==> config.mk <==
export PLATFORM = sky130hd
export DESIGN_NAME = instruction_fetch_unit
export DESIGN_NICKNAME = d
export VERILOG_FILES = /design/src/rtl/instruction_fetch_unit.sv
export SDC_FILE = /design/constraint.sdc
export NUM_CORES = 1
export LEC_CHECK = 0
export BUFFER_PORTS_ARGS = -buffer_cell sky130_fd_sc_hd__buf_2
export CORE_AREA = 2 2 126 128
export DETAILED_ROUTE_END_ITERATION = 10
export DIE_AREA = 0 0 128 130
export PLACE_DENSITY = 0.88
export SLEW_MARGIN = 10
export SYNTH_ARGS = -nofsm -noshare
export SYNTH_HDL_FRONTEND = slang
export SYNTH_SLANG_ARGS = --single-unit
==> constraint.sdc <==
create_clock -name clk -period 4 [get_ports clk]
set_input_delay 0.4 -clock clk [delete_from_list [all_inputs] [get_ports clk]]
set_output_delay 0.4 -clock clk [all_outputs]
set_load 0.01 [all_outputs]
==> src/rtl/instruction_fetch_unit.sv <==
// Instruction fetch stage. Owns the PC, drives the synchronous instruction memory and
// the boot-load write port, and hands {pc, instr} pairs to decode through a two-entry queue.
module instruction_fetch_unit #(
    parameter int               XLEN     = 32,
    parameter int               DEPTH    = 1024,
    parameter logic [XLEN-1:0]  RESET_PC = '0,
    localparam int              ADDR_W   = $clog2(DEPTH)
) (
    input  logic              clk,
    input  logic              rstn,
    output logic [ADDR_W-1:0] imem_addr,
    output logic              imem_re,
    output logic [XLEN-1:0]   imem_wdata,
    input  logic [XLEN-1:0]   imem_rdata,
    input  logic              load_en,
    input  logic [ADDR_W-1:0] load_addr,
    input  logic [XLEN-1:0]   load_data,
    input  logic              redirect_valid,
    input  logic [XLEN-1:0]   redirect_pc,
    output logic              id_valid,
    input  logic              id_ready,
    output logic [XLEN-1:0]   id_instr,
    output logic [XLEN-1:0]   id_pc
);

    typedef enum logic {RUN, LOAD} state_e;

    state_e            state_q;
    logic [XLEN-1:0]   pc_q, pc_d;
    logic              inflight_q, inflight_d;
    logic [XLEN-1:0]   inflightPc_q, inflightPc_d;
    logic              outValid_q, outValid_d;
    logic [XLEN-1:0]   outInstr_q, outInstr_d;
    logic [XLEN-1:0]   outPc_q, outPc_d;
    logic              skidValid_q, skidValid_d;
    logic [XLEN-1:0]   skidInstr_q, skidInstr_d;
    logic [XLEN-1:0]   skidPc_q, skidPc_d;

    logic              handshake;
    logic              flush;
    logic              issue;
    logic [1:0]        pending;
    logic              unusedRedirectLsbs;

    assign handshake = outValid_q && id_ready;
    assign flush     = load_en || redirect_valid;

    // Entries that will still occupy the queue after this cycle's handshake; a new
    // request is only allowed while a free slot is guaranteed when its data returns.
    assign pending = 2'(outValid_q) + 2'(skidValid_q) + 2'(inflight_q) - 2'(handshake);
    assign issue   = (state_q == RUN) && !flush && (pending < 2'd2);

    assign imem_re    = !load_en;
    assign imem_addr  = load_en ? load_addr : pc_q[ADDR_W+1:2];
    assign imem_wdata = load_en ? load_data : '0;

    assign id_valid = outValid_q;
    assign id_instr = outInstr_q;
    assign id_pc    = outPc_q;

    assign unusedRedirectLsbs = ^redirect_pc[1:0];

    always_comb begin
        pc_d         = pc_q;
        inflight_d   = 1'b0;
        inflightPc_d = inflightPc_q;
        outValid_d   = outValid_q;
        outInstr_d   = outInstr_q;
        outPc_d      = outPc_q;
        skidValid_d  = skidValid_q;
        skidInstr_d  = skidInstr_q;
        skidPc_d     = skidPc_q;

        if (flush) begin
            outValid_d  = 1'b0;
            skidValid_d = 1'b0;
        end else begin
            if (handshake) begin
                outValid_d  = skidValid_q;
                outInstr_d  = skidInstr_q;
                outPc_d     = skidPc_q;
                skidValid_d = 1'b0;
            end
            // Returning data fills the oldest free slot so FIFO order is preserved.
            if (inflight_q) begin
                if (!outValid_d) begin
                    outValid_d = 1'b1;
                    outInstr_d = imem_rdata;
                    outPc_d    = inflightPc_q;
                end else begin
                    skidValid_d = 1'b1;
                    skidInstr_d = imem_rdata;
                    skidPc_d    = inflightPc_q;
                end
            end
        end

        if (load_en) begin
            pc_d = pc_q;
        end else if (state_q == LOAD) begin
            pc_d = RESET_PC;
        end else if (redirect_valid) begin
            pc_d = {redirect_pc[XLEN-1:2], 2'b00};
        end else if (issue) begin
            pc_d = pc_q + XLEN'(4);
        end

        if (issue) begin
            inflight_d   = 1'b1;
            inflightPc_d = pc_q;
        end
    end

    // Boot-load mode is entered on any load strobe and left on the first idle cycle.
    always_ff @(posedge clk or negedge rstn) begin
        if (!rstn) begin
            state_q <= RUN;
        end else if (load_en) begin
            state_q <= LOAD;
        end else begin
            state_q <= RUN;
        end
    end

    always_ff @(posedge clk or negedge rstn) begin
        if (!rstn) begin
            pc_q         <= RESET_PC;
            inflight_q   <= 1'b0;
            inflightPc_q <= '0;
            outValid_q   <= 1'b0;
            outInstr_q   <= '0;
            outPc_q      <= '0;
            skidValid_q  <= 1'b0;
            skidInstr_q  <= '0;
            skidPc_q     <= '0;
        end else begin
            pc_q         <= pc_d;
            inflight_q   <= inflight_d;
            inflightPc_q <= inflightPc_d;
            outValid_q   <= outValid_d;
            outInstr_q   <= outInstr_d;
            outPc_q      <= outPc_d;
            skidValid_q  <= skidValid_d;
            skidInstr_q  <= skidInstr_d;
            skidPc_q     <= skidPc_d;
        end
    end

endmodule

==> flow_summary.toml <==
[logic_synthesis]
synth.most_common_cell = "nand2_1"
yosys.area.top_type = "dfrtp_1"
ys_async_sr_fraction = 1.00
synthesis.nets = 1017
postSynthAreaPerCell_sq_um = 9.69
netlist_area_sq_um = 8750
synth_edf_count = 0
syn-instance-count = 903
synth_top_area_share = 0.543
synth_common_cells = "nand2_1, dfrtp_1, nor2_1, mux2_2, a31oi_1"
synth_cell_types = 55
yosys_warnings = 0
synth_seq_area_share = 0.543
yosys_register_bits = 190
yosys-top-cells-area = "dfrtp_1, mux2_2, nand2_1"
ys.flop_type = "dfrtp_1"

[cts]
htree_levels = 4
cts_hold_buffers = 0
cts_buffer_depth = 2
post_cts_buffers = 0
clock-root-buffer = "clkbuf_16"
cts_inserted_buffers = 17
clock_latency_ps = 440
cts_sinks = 190
path_clk_slew_ps = 70
cts_resized = 0
cts_tree = "done"

[grt]
grt_use_total = 0.271
grt_pass1_vias = 7003
antenna_found_initial = 0
grt_overflow = 0
grt_max_degree = 111
grt_first_pass_wirelength_microns = 35000

[route]
wl_per_cell_microns = 17.3
antenna_left = 0
routed-wl-met2_microns = 11300
wl_met1_microns = 8940
viasPerCell = 5.80
drc_errors = 0
drtPass1Iterations = 7
top_layer = "met4"
num_vias = 7512
finalWirelength_microns = 22400
initialDrtViolationCount = 554
wl_met3_microns = 1480

[placement]
routabilityCongestion = 0.928
io_buffers = 216
pre_cts_slack_ps = 914
post_dp_cell_area_sq_um = 9970
hpwl_microns = 15000
placedCellCount = 1263

[power_and_ir_drop]
powerDensity_nw_per_um2 = 450
p_leak_nw = 5.10
peakVddDrop_v = 0.000343

[min_path]
worstHoldPathType = "in2async"

[critical_path]
cp-start-kind = "register"
cp-end-kind = "register"
arrival_ps = 3430
worstRegToRegCells = 12
worstSetupPathType = "reg2reg"
cp.required_ps = 4360
critPathMaxFanout = 25

[timing]
rsz0062_at_grt = "no"
skew_ps = 13.2
hold_viol = 0
worstMarginPinSlew_ps = 824
max-slew-margin-rel = 0.450
setup_viol = 0
fmax_mhz = 326
finalSetupTns_ps = 0
period_needed_ps = 3070
period_share = 0.766
slew_violations = 0
fin_ws_ps = 934

[cells_and_area]
n_fill_cell = 1180
area_growth_syn_to_layout_pct = 20.4
diodes = 0
finalNonFillerCells = 1295
final_area_sq_um = 10500
drive_gt1_frac = 0.311
final_net_count = 1204

[floorplan]
io_pins = 219
rows = 46
die-height_microns = 130
start_util = 0.567
die_area_sq_um = 16600
die_w_microns = 128
core_area_sq_um = 15400

[run]
maxCapViolCount = 0

[outcome]
status = "complete, no violations"
metal layers:
layer  vias to the layer above  global-route usage
met2                       345               0.464
met4                         0               0.112
met3                        41              0.0574
li1                       3506                   -
met1                      3620               0.338
met5                         -                   0
area by class of cell:
class,instances,area (sq um),share of cell area
clock buffers,23,478,0.0454
clock inverters,9,86.3,0.00819
inverters,14,52.6,0.00499
multi-input cells,637,3720,0.353
flip-flops and latches,190,4750,0.451
well taps,192,240,0.0228
repair buffers,230,1210,0.115
cells in the final DEF (no fill, tap or decap), types with 2 or more instances in the layout:
cell,count
dfrtp_1,190
buf_2,215
clkbuf_8,4
o21ai_1,5
a22oi_1,6
or2_2,2
nor4_1,6
and3_1,3
o2bb2ai_1,8
nor3_1,11
clkbuf_16,17
nor4_2,2
o22ai_1,20
clkinv_2,2
nor4b_1,2
mux2_2,68
inv_1,14
nand3_1,8
ha_1,3
o21ai_0,37
buf_4,13
a31oi_1,52
o21a_1,2
and2_1,34
a21oi_1,41
a21o_1,2
nand4_1,10
nand3_4,2
and4_1,2
a32oi_1,3
nor2_1,82
o31a_1,2
clkinvlp_4,5
clkbuf_1,3
nand2_1,198
o31ai_1,2
state kept, by name, indices dropped and copies added, names as in the netlist:
signal	count
skidInstr_q	32
id_valid	1
id_instr	32
state_q	1
inflight_q	1
id_pc	32
skidPc_q	30
pc_q	30
skidValid_q	1
inflightPc_q	30
power by group:
part | internal (mW) | total (mW) | switching [mW]
Sequential | 2.16 | 2.33 | 0.172
Clock | 0.906 | 1.62 | 0.714
Combinational | 0.337 | 0.794 | 0.457
stage by stage:
step	hold WS, ps	utilization	power [mW]
after floorplan	104	-	2.74
after global placement	466	0.647	3.12
after detailed placement	468	0.647	3.16
after CTS	97.6	0.683	4.77
after global routing	129	0.683	4.96
final	56.9	0.683	4.74
final timing paths:
check                                startpoint                           end  slack, ps
min reg2reg                id_pc[0]$_DFFE_PN0N_          id_pc[0]$_DFFE_PN0N_        490
min in group clk                  imem_rdata[7]    skidInstr_q[7]$_DFFE_PN0P_        210
max reg2reg                  id_valid$_DFF_PN0_  inflightPc_q[28]$_DFFE_PN0P_        930
max in group asynchronous                  rstn         id_pc[11]$_DFFE_PN0N_       2960
min                                        rstn       id_instr[9]$_DFFE_PN0N_         60
max                          id_valid$_DFF_PN0_  inflightPc_q[28]$_DFFE_PN0P_        930
critical path: stages (launching register included):
cell      delay (ps)
dfrtp_1          410
nand2_1          140
inv_1             90
ha_1             270
inv_1             40
ha_1             260
a21oi_1          330
xor2_2           320
nand2b_1         130
inv_1            620
buf_4            260
nand2_1           60
nand2_1           70
logic make-up after synthesis:
family / after synthesis / synth area share
flip-flops: 190 / 0.543
buffers and inverters: 76 / 0.0365
multiplexers: 69 / 0.0887
XOR/XNOR: 3 / 0.00386
AND/OR/NAND/NOR: 374 / 0.193
AO/OA/AOI/OAI: 188 / 0.130
adder cells (fa/ha/maj): 3 / 0.00429
(Power assumes the default switching activity.)
